### src/rtl/timer_sched_pkg.sv
// Shared types and constants for the timer sequencing controller.
package timer_sched_pkg;

   typedef enum logic {
      IDLE = 1'b0,
      RUN  = 1'b1
   } state_e;

   localparam int          CNT_W         = 32;
   localparam int          DEF_PSC_W     = 16;
   localparam int          DEF_EXP_CNT_W = 8;
   localparam logic [31:0] RST_PERIOD    = 32'hFFFF_FFFF;

endpackage

### src/rtl/timer.sv
// 32-bit compare timer: counts on ena, raises a sticky tick one cycle after value==cmp.
module timer #(
   parameter int W = 32
) (
   input  logic         clk_i,
   input  logic         rst_i,
   input  logic         clr_i,
   input  logic         ena_i,
   input  logic [W-1:0] cmp_value_i,
   output logic [W-1:0] value_o,
   output logic         tick_o
);

   // NOTE: registers are written with <= so every flop samples pre-edge values.
   always_ff @(posedge clk_i) begin
      if (rst_i || clr_i) begin
         value_o <= '0;
         tick_o  <= 1'b0;
      end else begin
         if (ena_i)
            value_o <= value_o + W'(1);
         if (value_o == cmp_value_i)
            tick_o <= 1'b1;
      end
   end

endmodule

### src/rtl/timer_sched_psc.sv
// Prescaler counter and count-enable gating for the compare timer.
module timer_psc
   import timer_sched_pkg::*;
#(
   parameter int PSC_W = DEF_PSC_W
) (
   input  logic             clk_i,
   input  logic             rst_i,
   input  logic             run_i,
   input  logic             pause_i,
   input  logic             clr_i,
   input  logic [PSC_W-1:0] psc_max_i,
   input  logic [CNT_W-1:0] count_i,
   input  logic [CNT_W-1:0] period_i,
   output logic             ena_o
);

   logic [PSC_W-1:0] psc_q;

   always_ff @(posedge clk_i) begin
      if (rst_i || clr_i)
         psc_q <= '0;
      else if (run_i && !pause_i)
         psc_q <= (psc_q == psc_max_i) ? '0 : psc_q + PSC_W'(1);
   end

   // The timer parks at the period value until the controller clears it.
   assign ena_o = run_i & ~pause_i & (psc_q == psc_max_i) & (count_i != period_i);

endmodule

### src/rtl/timer_sched.sv
// Sequences one compare timer for one-shot and periodic expiries with a sticky interrupt.
module timer_sched
   import timer_sched_pkg::*;
#(
   parameter int PSC_W     = DEF_PSC_W,
   parameter int EXP_CNT_W = DEF_EXP_CNT_W
) (
   input  logic                 clk_i,
   input  logic                 rst_i,
   input  logic                 start_i,
   input  logic                 stop_i,
   input  logic                 pause_i,
   input  logic                 periodic_i,
   input  logic [31:0]          period_i,
   input  logic [PSC_W-1:0]     prescale_i,
   input  logic                 irq_ack_i,
   output logic                 busy_o,
   output logic [31:0]          count_o,
   output logic                 irq_o,
   output logic                 overrun_o,
   output logic                 done_o,
   output logic                 cfg_err_o,
   output logic [EXP_CNT_W-1:0] exp_cnt_o
);

   state_e           state_q;
   logic [CNT_W-1:0] period_q;
   logic [PSC_W-1:0] psc_max_q;
   logic             periodic_q;

   logic run;
   logic tick;
   logic ena;
   logic clr;
   logic start_ok;
   logic start_bad;
   logic stop_run;
   logic expiry;

   assign run    = (state_q == RUN);
   assign busy_o = run;

   // Priority: stop, then a valid (re)start, then expiry.
   always_comb begin
      start_ok  = start_i & (period_i != '0) & ~stop_i;
      start_bad = start_i & (period_i == '0);
      stop_run  = stop_i & run;
      expiry    = run & tick & ~stop_i & ~start_ok;
      clr       = start_ok | stop_run | expiry;
   end

   always_ff @(posedge clk_i) begin
      if (rst_i) begin
         state_q    <= IDLE;
         period_q   <= RST_PERIOD;
         psc_max_q  <= '0;
         periodic_q <= 1'b0;
         irq_o      <= 1'b0;
         overrun_o  <= 1'b0;
         done_o     <= 1'b0;
         cfg_err_o  <= 1'b0;
         exp_cnt_o  <= '0;
      end else begin
         done_o <= 1'b0;

         if (start_bad)
            cfg_err_o <= 1'b1;

         if (stop_run) begin
            state_q <= IDLE;
         end else if (start_ok) begin
            period_q   <= period_i;
            psc_max_q  <= prescale_i;
            periodic_q <= periodic_i;
            exp_cnt_o  <= '0;
            cfg_err_o  <= 1'b0;
            state_q    <= RUN;
         end else if (expiry) begin
            exp_cnt_o <= exp_cnt_o + EXP_CNT_W'(1);
            if (!periodic_q) begin
               done_o  <= 1'b1;
               state_q <= IDLE;
            end
         end

         // A set in the same cycle as an acknowledge wins for the bit being set.
         if (expiry) begin
            irq_o <= 1'b1;
            if (irq_o && !irq_ack_i)
               overrun_o <= 1'b1;
            else if (irq_ack_i)
               overrun_o <= 1'b0;
         end else if (irq_ack_i) begin
            irq_o     <= 1'b0;
            overrun_o <= 1'b0;
         end
      end
   end

   timer #(
      .W (CNT_W)
   ) u_timer (
      .clk_i       (clk_i),
      .rst_i       (rst_i),
      .clr_i       (clr),
      .ena_i       (ena),
      .cmp_value_i (period_q),
      .value_o     (count_o),
      .tick_o      (tick)
   );

   timer_psc #(
      .PSC_W (PSC_W)
   ) u_psc (
      .clk_i     (clk_i),
      .rst_i     (rst_i),
      .run_i     (run),
      .pause_i   (pause_i),
      .clr_i     (clr),
      .psc_max_i (psc_max_q),
      .count_i   (count_o),
      .period_i  (period_q),
      .ena_o     (ena)
   );

endmodule
### config.mk
export PLATFORM = sky130hd
export DESIGN_NAME = timer_sched
export DESIGN_NICKNAME = d
export VERILOG_FILES = /design/src/rtl/timer_sched_pkg.sv /design/src/rtl/timer.sv /design/src/rtl/timer_sched_psc.sv /design/src/rtl/timer_sched.sv
export SDC_FILE = /design/constraint.sdc
export NUM_CORES = 1
export LEC_CHECK = 0
export ABC_AREA = 1
export BUFFER_PORTS_ARGS = -buffer_cell sky130_fd_sc_hd__buf_4
export CAP_MARGIN = 30
export CORE_MARGIN = 10
export CORE_UTILIZATION = 57
export CTS_CLUSTER_DIAMETER = 30
export DETAILED_ROUTE_END_ITERATION = 7
export GPL_TIMING_DRIVEN = 0
export PLACE_DENSITY = 0.81
export SKIP_LAST_GASP = 1
export SLEW_MARGIN = 30
export SYNTH_ARGS = -nofsm -noshare
export SYNTH_HDL_FRONTEND = slang
export SYNTH_SLANG_ARGS = --single-unit
### constraint.sdc
create_clock -name clk_i -period 1.8 [get_ports clk_i]
set_input_delay 0.36 -clock clk_i [delete_from_list [all_inputs] [get_ports clk_i]]
set_output_delay 0.36 -clock clk_i [all_outputs]
set_load 0.02 [all_outputs]
==> results of run 1 <==
## cells in the mapped netlist (9+ instances only)
master      n  area share, %
xnor2_1    30            4.4
dfxtp_1   111             37
nor2_1    130            8.1
o21ai_0    19            1.6
xor2_1     26            3.8
nand3b_1   11            1.4
a21oi_1    58            4.8
nand2_1   312             20
nand3_1    79            6.6
inv_1      64            4.0
buf_4       9            1.1
clkbuf_1   12           0.75
## cell type report
cell class / instances / area (µm²) / share of cell area [%]
buffer: 30 / 214.0 / 2.847
clock buffer: 11 / 131.4 / 1.748
clock inverter: 5 / 81.33 / 1.082
inverter: 70 / 266.5 / 3.546
multi-input combinational: 701 / 3457 / 46.00
sequential: 111 / 2300 / 30.60
tap: 136 / 170.2 / 2.264
timing repair buffer: 116 / 895.9 / 11.92
## per-layer routing
layer  track usage, %  up-vias  part of all wire [%]  wire [µm]
li1                 -     3131                     -          -
met1            30.83     2878                    45       7730
met4            7.879        0                   1.6        270
met2            33.24      242                    44       7690
met3            5.280       20                   9.4       1629
met5                0        -                     0          0
## state kept, by name (all words and copies together) (netlist names)
| name | cells |
|---|---|
| exp_cnt_o | 8 |
| overrun_o | 1 |
| done_o | 1 |
| u_psc.psc_q | 16 |
| period_q | 32 |
| u_timer.value_o | 32 |
| irq_o | 1 |
| psc_max_q | 16 |
| u_timer.tick_o | 1 |
| cfg_err_o | 1 |
| periodic_q | 1 |
| busy_o | 1 |
## stage by stage
stage | hold slack [ps] | worst slack [ps] | total power, µW | setup TNS, ps
floorplan | 419.5 | 38.48 | 2915 | 0
global placement | 435.6 | -277.0 | 3100 | -19800
detailed placement | 449.5 | -325.4 | 3109 | -21530
CTS | 167.9 | 1.351 | 4728 | 0
global route | 160.7 | -76.26 | 4898 | -1962
finish | 163.4 | -0.3191 | 4757 | -0.3191
## how the worst max path moves through the flow
stage / startpoint / endpoint / slack (ps) / depth (start not counted)
detailed placement: period_i[29] / u_timer.value_o[30]$_SDFFE_PP0P_ / -330 / 11
floorplan: u_timer.value_o[1]$_SDFFE_PP0P_ / u_timer.value_o[16]$_SDFFE_PP0P_ / 40 / 8
global route: u_psc.psc_q[8]$_SDFFE_PP0P_ / u_timer.value_o[9]$_SDFFE_PP0P_ / -80 / 12
finish: u_psc.psc_q[3]$_SDFFE_PP0P_ / u_timer.value_o[2]$_SDFFE_PP0P_ / -0.3 / 13
global placement: period_i[29] / u_timer.value_o[30]$_SDFFE_PP0P_ / -280 / 11
CTS: u_psc.psc_q[3]$_SDFFE_PP0P_ / u_timer.value_o[30]$_SDFFE_PP0P_ / 1 / 13
## logic make-up (layout without fill, tap and decap cells)
| group | count (synthesis) | count (layout) | share of synthesized area, % |
|---|---|---|---|
| buffers and inverters | 100 | 232 | 7.645 |
| AO/OA/AOI/OAI | 88 | 88 | 8.022 |
| XOR/XNOR | 56 | 56 | 8.189 |
| AND/OR/NAND/NOR | 554 | 554 | 38.42 |
| flip-flops | 111 | 111 | 37.10 |
| adder cells (fa/ha/maj) | 3 | 3 | 0.6268 |
## worst max-delay path: cells and delay by family (launching register included)
family          cells  cell delay (ps)
simple gates        9              950
compound gates      1               60
flops               1              350
buf+inv             3              310
## power by group through the flow
stage,clock network [µW],logic [µW],registers (µW)
floorplan,0,289,2630
global placement,0,467,2630
detailed placement,0,474,2640
CTS,1670,478,2580
global route,1760,564,2580
finish,1680,506,2570
## timing repair
item                       4_1_cts  5_1_grt
setup buffers                    0       15
resized for setup               11       94
cloned                           0        2
hold buffers                     0        0
setup endpoints to repair       42       48
pin swaps                        0       14
==> flow_summary.toml, run 1 <==
[power]
gate_power_share_pct = 10.6
worst_ir_drop_vdd_mv = 0.3593
cell_internal_pwr_uw = 3532
clock_power_share_pct = 35.4
seqPwrFrac_pct = 54.0
sw_frac_of_total_pct = 25.74
p_leak_uw = 0.003095
total_switching_power_uw = 1224
power_density_mw_per_mm2 = 632.9

[worst_setup_path]
ff2ff_setup_slack_ps = -0.3
worst-endpoint-required_ps = 2070
crit_chain = "buf_6 -> inv_2 -> nand2_1 -> nand2_1 -> nor2_2 -> nand2_1 -> nor2_2 -> nand2_4 -> nor2_8 -> nand2_8 -> buf_6 -> nand2_1 -> a21oi_1"
worst_setup_path_end_kind = "flop"
worst_path_max_delay_cell = "dfxtp_2"
cpMostUsedCell = "nand2_1"
maximum_fanout_along_the_worst_path = 10
ff2ff_path_depth = 13
cp.arrival_ps = 2070
cpPeakStageDelay_ps = 350
rr_startpoint = "u_psc.psc_q[3]$_SDFFE_PP0P_"
path_class = "reg -> reg"
setup.worst_path.start_class = "flop"
crit-reg2reg-capture = "u_timer.value_o[2]$_SDFFE_PP0P_"

[final_layout]
most_common_cell_after_layout_fill_and_taps_aside = "nand2_1"
final_util_pct = 73.13
layout.cells.most_common_list = "304 x nand2_1, 119 x buf_4, 117 x nor2_1"
area_growth_syn_to_layout_pct = 25.49
final_cells = 1180
final.fill_count = 908
antenna-diode-count = 0
final_design_area_no_fill_mm2 = 0.007516
finalNetCount = 1097
fraction_of_final_layout_cells_with_drive_strength_greater_than_1_pct = 23.66

[global_routing]
antenna_found_initial = 0
groute.usage.overall_pct = 22.30
grt.overflow.total = 0
grt_start_max_net_pins = 18
via_count_of_the_first_global_routing_pass = 5659
grt_first_pass_wirelength_mm = 27.30

[logic_synthesis]
syn-cell-area_mm2 = 0.005989
syn_avg_cell_area_um2 = 6.567
synth_nets = 970
synth-edff-count = 0
synth-seq-area-share_pct = 37.10
distinct_cell_type_count_after_synthesis = 28
ys_async_sr_fraction_pct = 0
yosys_most_used_dff = "dfxtp_1"
postSynthRegisterBits = 111
yosysWarningCount = 0
syn-instance-count = 912

[worst_hold_path]
hold_path_end = "period_q[28]$_SDFFE_PP1P_"
hold_start = "period_i[28]"
min_delay_path_depth = 3
worst_hold_path_type = "in -> reg"

[die]
die_width_um = 122.5
die-height_um = 122.5
num_rows = 37
initial_core_util_pct = 58.28
die-area_mm2 = 0.01501
coreArea_mm2 = 0.01028
top_level_ports = 100

[run]
maxCapViolCount = 0

[clock_tree]
clock_tree_from_tritoncts = "done"
cts_inserted_buffers = 9
clk_root_buffer_cell = "clkbuf_8"
cts-htree-levels = 3
max-clock-path-buffers = 2
clock_sinks = 111
clk_latency_ps = 400
worst_setup_hold_path_clk_slew_ps = 110

[placement]
numPortBuffers = 99
gp_routability_congestion = 0.9815
dp_area_mm2 = 0.006904
dp_cells = 1147
dp_hpwl_mm = 12.95

[timing]
maxSlewHeadroom_pct = 62.74
hold_viol = 0
rsz0062_at_grt = "yes"
postLayoutSetupSlackWorst_ps = -0.3191
report.final.setup_viol = 1
final.period_utilization_pct = 100.0
final.min_clock_period_ps = 1800
fmaxAchievable_ghz = 0.5555
maxSlewViolCount = 0
worstMarginPinSlew_ps = 558.9
fin_skew_ps = 14.78

[detailed_routing]
route.detailed.drc = 0
drt_pass1_iterations = 5
route.detailed.wl_per_inst_um = 14.68
via_per_inst = 5.314
drt_iter0_markers = 547
final_antenna_net_count = 0
dr_total_vias = 6271
routed_wl_mm = 17.32

[status]
run_status = "complete, but fails checks"
violations = "negative setup slack"
No activity file was read; power rests on OpenSTA's default activity.
==> inputs of run 2 (changes only) <==
--- a/config.mk
+++ b/config.mk
@@ -8,9 +8,11 @@
 export ABC_AREA = 1
 export BUFFER_PORTS_ARGS = -buffer_cell sky130_fd_sc_hd__buf_4
 export CAP_MARGIN = 30
+export CORE_ASPECT_RATIO = 0.9
 export CORE_MARGIN = 10
 export CORE_UTILIZATION = 57
 export CTS_CLUSTER_DIAMETER = 30
+export CTS_CLUSTER_SIZE = 14
 export DETAILED_ROUTE_END_ITERATION = 7
 export GPL_TIMING_DRIVEN = 0
 export PLACE_DENSITY = 0.81
==> constraint.sdc (replaced) <==
create_clock -name clk_i -period 1.8 [get_ports clk_i]
set_input_delay 0.18 -clock clk_i [delete_from_list [all_inputs] [get_ports clk_i]]
set_output_delay 0.18 -clock clk_i [all_outputs]
set_load 0.02 [all_outputs]
==> run 2 against run 1 <==
Net effect: the flow now finishes without violations; critical path type unchanged; non-clock buffer count decreased by 4; combinational power decreased by 2%; worst setup slack improved by 32 ps; first-iteration DRC count increased by 18%; critical endpoint is now u_timer.value_o[21]$_SDFFE_PP0P_; final area increased by 0.27%; largest cell class unchanged; sequential power about the same; highest routed layer unchanged; fmax increased by 1.8%; total power increased by 7.3%.
==> flow_summary.toml, run 2 (synthesis gave the netlist of run 1 again) <==
[final_layout]
layout.cells.most_common_list = "303 x nand2_1, 119 x nor2_1, 118 x buf_4"
fraction_of_final_layout_cells_with_drive_strength_greater_than_1_pct = 21.73
area_growth_syn_to_layout_pct = 25.82
most_common_cell_after_layout_fill_and_taps_aside = "nand2_1"
finalNetCount = 1093
largestRegisters = "period_q x32, u_timer.value_o x32"
final_design_area_no_fill_mm2 = 0.007536
antenna-diode-count = 0

[power]
design_power_total_uw = 5103
sw_frac_of_total_pct = 25.12
seqPwrFrac_pct = 50.5
clock_power_share_pct = 39.8
p_leak_uw = 0.003089
power_density_mw_per_mm2 = 677.2
gate_power_share_pct = 9.8
worst_ir_drop_vdd_mv = 0.5498
cell_internal_pwr_uw = 3821
total_switching_power_uw = 1282

[worst_setup_path]
setup.worst_path.start_class = "flop"
path_class = "reg -> reg"
ff2ff_path_depth = 10
ff2ff_setup_slack_ps = 30
cp.arrival_ps = 2060
worst_setup_path_startpoint = "u_timer.value_o[3]$_SDFFE_PP0P_"
maximum_fanout_along_the_worst_path = 7
worst-endpoint-required_ps = 2090
worst_setup_path_end_kind = "flop"
rr_startpoint = "u_timer.value_o[3]$_SDFFE_PP0P_"
crit-reg2reg-capture = "u_timer.value_o[21]$_SDFFE_PP0P_"

[die]
die-area_mm2 = 0.01501
die-height_um = 117.2
top_level_ports = 100
die_width_um = 128.1
num_rows = 35
initial_core_util_pct = 58.45
coreArea_mm2 = 0.01025

[timing]
fmaxAchievable_ghz = 0.5656
postLayoutSetupSlackWorst_ps = 31.88
worstMarginPinSlew_ps = 612.8
maxSlewHeadroom_pct = 59.15
maxSlewViolCount = 0
fin_skew_ps = 8.212
final.min_clock_period_ps = 1768
hold_viol = 0
final.period_utilization_pct = 98.23
rsz0062_at_grt = "yes"
report.final.setup_viol = 0
timing.setup.tns_ps = 0

[clock_tree]
clock_sinks = 111
clock_tree_from_tritoncts = "done"
clk_latency_ps = 360
cts_inserted_buffers = 9
clk_root_buffer_cell = "clkbuf_16"
cts-htree-levels = 3
max-clock-path-buffers = 2
worst_setup_hold_path_clk_slew_ps = 70

[detailed_routing]
drt_pass1_iterations = 5
via_per_inst = 5.387
route.detailed.wl_per_inst_um = 14.94
route.detailed.drc = 0
final_antenna_net_count = 0
dr_total_vias = 6297
routed_wl_mm = 17.47
drt_iter0_markers = 644

[worst_hold_path]
hold_path_end = "period_q[3]$_SDFFE_PP1P_"
min_delay_path_depth = 3
hold_start = "period_i[3]"
worst_hold_path_type = "in -> reg"

[global_routing]
groute.usage.overall_pct = 22.10
grt_first_pass_wirelength_mm = 27.14
grt_start_max_net_pins = 19
grt.overflow.total = 0
antenna_found_initial = 0
via_count_of_the_first_global_routing_pass = 5624

[placement]
dp_hpwl_mm = 12.68
dp_area_mm2 = 0.006895
numPortBuffers = 99
preCtsSetupSlack_ps = -178.8
gp_routability_congestion = 1.016

[run]
maxCapViolCount = 0

[status]
run_status = "complete, no violations"
-- run 2: cell types whose count changed in the layout (fill, tap and decap cells not counted), sizes merged --
cell / delta
clkbuf: -2
bufinv: -1
buf: -4
clkinv: +1
clkinvlp: +2
-- run 2: worst max-delay path, cell delays in order (launching register included) --
cell and delay [ps]:
dfxtp_1 460, xnor2_1 160, nand2_1 80, nor2_1 120, nand2_1 90, nor2_1 110, nand2_2 160, nand2_8 150
clkbuf_16 160, nand2_1 50, a21oi_1 130
-- run 2: layout make-up --
class / count / area, µm²
Multi-Input combinational cell: 701 / 3477
Fill cell: 859 / 2711
Sequential cell: 111 / 2267
Timing Repair Buffer: 112 / 858.3
Inverter: 70 / 262.8
Clock buffer: 9 / 225.2
Buffer: 30 / 210.2
Tap cell: 129 / 161.4
Clock inverter: 7 / 73.82
-- run 2: layer usage --
metal / up-vias / routed length [µm] / track usage [%]
met4: 0 / 167 / 5.922
met1: 2899 / 7949 / 29.98
met2: 266 / 7708 / 33.76
li1: 3119 / - / -
met3: 13 / 1643 / 6.078
met5: - / 0 / 0
-- run 2: what timing repair did --
action / in CTS / in global routing
endpoints found under the setup margin: 32 / 36
hold buffers: 0 / 0
cloned: 0 / 2
resized for setup: 8 / 72
pin swaps: 0 / 6
buffers inserted: 0 / 11
-- run 2: worst max-delay path by stage --
| stage | end | slack [ps] |
|---|---|---|
| final | u_timer.value_o[21]$_SDFFE_PP0P_ | 30 |
| after global routing | u_timer.value_o[19]$_SDFFE_PP0P_ | -120 |
| after CTS | u_timer.value_o[11]$_SDFFE_PP0P_ | 5 |
| after detailed placement | u_timer.value_o[12]$_SDFFE_PP0P_ | -180 |
| after global placement | u_timer.value_o[12]$_SDFFE_PP0P_ | -170 |
| after floorplan | u_timer.value_o[16]$_SDFFE_PP0P_ | 40 |
-- run 2: stage by stage --
step | instances | hold slack [ps] | utilization [%]
2_1_floorplan | 912 | 249.1 | -
3_3_place_gp | 1140 | 391.5 | 67.29
3_5_place_dp | 1140 | 393.6 | 67.29
4_1_cts | 1156 | 28.97 | 70.46
5_1_grt | 1169 | 37.01 | 73.54
6_report | 1169 | 31.64 | 73.54
-- run 2: power groups by stage --
| stage | Combinational, µW | Clock [µW] | Sequential, µW |
|---|---|---|---|
| after floorplan | 289 | 0 | 2630 |
| after global placement | 468 | 0 | 2630 |
| after detailed placement | 476 | 0 | 2640 |
| after CTS | 481 | 2040 | 2580 |
| after global routing | 557 | 2130 | 2580 |
| final | 498 | 2030 | 2580 |
==> inputs of run 3 (changes only) <==
--- a/config.mk
+++ b/config.mk
@@ -10,12 +10,13 @@
 export CAP_MARGIN = 30
 export CORE_ASPECT_RATIO = 0.9
 export CORE_MARGIN = 10
-export CORE_UTILIZATION = 57
+export CORE_UTILIZATION = 56
 export CTS_CLUSTER_DIAMETER = 30
 export CTS_CLUSTER_SIZE = 14
 export DETAILED_ROUTE_END_ITERATION = 7
 export GPL_TIMING_DRIVEN = 0
-export PLACE_DENSITY = 0.81
+export PLACE_DENSITY = 0.79
+export RECOVER_POWER = 50
 export SKIP_LAST_GASP = 1
 export SLEW_MARGIN = 30
 export SYNTH_ARGS = -nofsm -noshare
==> run 3 against run 2 <==
Net effect: the run now ends with negative setup slack left; clock-buffer cell count grew 2; sequential cell count unchanged; worst setup slack lost 62 ps; first-iteration DRC count is 4.2% higher; largest cell class unchanged.
==> flow_summary.toml, run 3 (synthesis gave the netlist of run 1 again) <==
[status]
run_status = "complete, but fails checks"
violations = "negative setup slack"

[power]
power_density_mw_per_mm2 = 657.1
worst_ir_drop_vdd_mv = 0.5247
p_leak_uw = 0.003125

[timing]
postLayoutSetupSlackWorst_ps = -30.34
rsz0062_at_grt = "yes"
fin_skew_ps = 10.37
final.min_clock_period_ps = 1830
maxSlewViolCount = 0
final.period_utilization_pct = 101.7
maxSlewHeadroom_pct = 58.85
hold_viol = 0
worstMarginPinSlew_ps = 617.2
report.final.setup_viol = 5
timing.setup.tns_ps = -79.28
fmaxAchievable_ghz = 0.5463

[die]
initial_core_util_pct = 57.95
top_level_ports = 100
coreArea_mm2 = 0.01033
die_width_um = 129.0
die-height_um = 118.1
die-area_mm2 = 0.01524
num_rows = 35

[placement]
gp_routability_congestion = 0.9717
dp_cells = 1140
dp_hpwl_mm = 12.82
numPortBuffers = 99

[detailed_routing]
route.detailed.drc = 0
drt_pass1_iterations = 5
routed_wl_mm = 18.04
final_antenna_net_count = 0
route.detailed.wl_per_inst_um = 15.39
dr_total_vias = 6282
via_per_inst = 5.360
drt_iter0_markers = 671

[worst_setup_path]
setup.worst_path.start_class = "flop"
cpPeakStageDelay_ps = 500
rr_startpoint = "u_timer.value_o[13]$_SDFFE_PP0P_"
crit-reg2reg-capture = "u_timer.value_o[16]$_SDFFE_PP0P_"
worst_path_dominant_cell_family = "simple AND/OR/NAND/NOR gates"
cp.arrival_ps = 2110
worst_setup_path_end_kind = "flop"
maximum_fanout_along_the_worst_path = 8
path_class = "reg -> reg"
ff2ff_setup_slack_ps = -30
worst-endpoint-required_ps = 2080
worst_setup_path_startpoint = "u_timer.value_o[13]$_SDFFE_PP0P_"
worst_path_max_delay_cell = "dfxtp_1"
cp_num_cells = 10
ff2ff_path_depth = 10
cpMostUsedCell = "nand2_1"
timing.critical_path.buf_inv = 1
critical_path_endpoint = "u_timer.value_o[16]$_SDFFE_PP0P_"
crit_chain = "xnor2_1 -> nand2_1 -> nor2_1 -> nand2_1 -> nor2_2 -> nand2_4 -> nand2_8 -> clkbuf_16 -> nand2_2 -> a21oi_2"

[clock_tree]
cts_inserted_buffers = 9
worst_setup_hold_path_clk_slew_ps = 70
clock_sinks = 111
cts-htree-levels = 3
clk_root_buffer_cell = "clkbuf_16"
clk_latency_ps = 360
max-clock-path-buffers = 2
hold_buffers = 0
clock_tree_from_tritoncts = "done"

[final_layout]
largestRegisters = "period_q x32, u_timer.value_o x32"
fraction_of_final_layout_cells_with_drive_strength_greater_than_1_pct = 26.08
area_growth_syn_to_layout_pct = 28.12
final_cells = 1172
antenna-diode-count = 0
most_common_cell_after_layout_fill_and_taps_aside = "nand2_1"
layout.cells.most_common_list = "281 x nand2_1, 116 x nor2_1, 108 x buf_4"
finalNetCount = 1096

[global_routing]
via_count_of_the_first_global_routing_pass = 5566
grt_first_pass_wirelength_mm = 28.05
grt.overflow.total = 0
grt_start_max_net_pins = 19
antenna_found_initial = 0
groute.usage.overall_pct = 22.24

[run]
maxCapViolCount = 0

[worst_hold_path]
worst_hold_path_type = "in -> reg"
-- run 3: cell count changes in the layout (fill, tap and decap cells not counted), moves of 7 or more --
cell      change
nand2_2      +25
nand2_1      -22
dfxtp_1      -15
buf_4        -10
clkbuf_1      +9
dfxtp_4       +8
dfxtp_2       +7
-- run 3: per-stage QoR --
step	instance area [µm²]	hold slack (ps)	util (%)	total power [µW]	setup slack (ps)
final	7674	28.93	74.25	5042	-30.34
after global routing	7674	32.33	74.25	5260	-145.9
after CTS	7209	25.25	69.76	5051	-31.72
after detailed placement	6895	392.3	66.72	3110	-167.8
after global placement	6895	390.6	66.72	3103	-162.5
after floorplan	5991	249.1	-	2915	38.48
-- run 3: worst register-to-register path, delay by kind of cell (launching register included) --
family,cells,cell delay [ps]
compound gates,1,130
xor+xnor,1,160
buf+inv,1,170
flops,1,500
simple gates,7,780
-- run 3: timing repair --
item	in CTS	in global routing
setup endpoints to repair	42	47
pin swaps	0	22
resized for setup	7	132
setup buffers	0	12
gates cloned	0	4
-- run 3: metal layers --
metal	global-route usage, %	vias to the layer above	part of all wire [%]
li1	-	3130	-
met1	31.49	2875	45
met2	32.02	252	45
met3	6.979	25	9.2
met4	4.972	0	1.2
met5	0	-	0
-- run 3: power by group --
group          leakage, µW  total [µW]  switching, µW  internal, µW
clock             0.000143        1970            942          1030
combinational      0.00205         506            285           221
sequential        0.000931        2570           51.9          2520
total              0.00313        5040           1280          3760
-- run 3: area by class of cell --
class,count,area (µm²)
Fill cell,855,2661
Tap cell,129,161.4
Clock buffer,11,252.7
Clock inverter,5,38.79
Multi-Input combinational cell,701,3547
Buffer,30,221.5
Timing Repair Buffer,115,879.6
Sequential cell,111,2306
Inverter,70,266.5
-- run 3: how the worst min path moves through the flow --
stage / cells after the start / end / startpoint / slack [ps]
final: 3 / period_q[3]$_SDFFE_PP1P_ / period_i[3] / 30
after global routing: 3 / period_q[1]$_SDFFE_PP1P_ / period_i[1] / 30
after CTS: 3 / period_q[5]$_SDFFE_PP1P_ / period_i[5] / 30
after detailed placement: 3 / period_q[5]$_SDFFE_PP1P_ / period_i[5] / 390
after global placement: 3 / period_q[1]$_SDFFE_PP1P_ / period_i[1] / 390
after floorplan: 1 / exp_cnt_o[1]$_SDFFE_PP0P_ / rst_i / 250
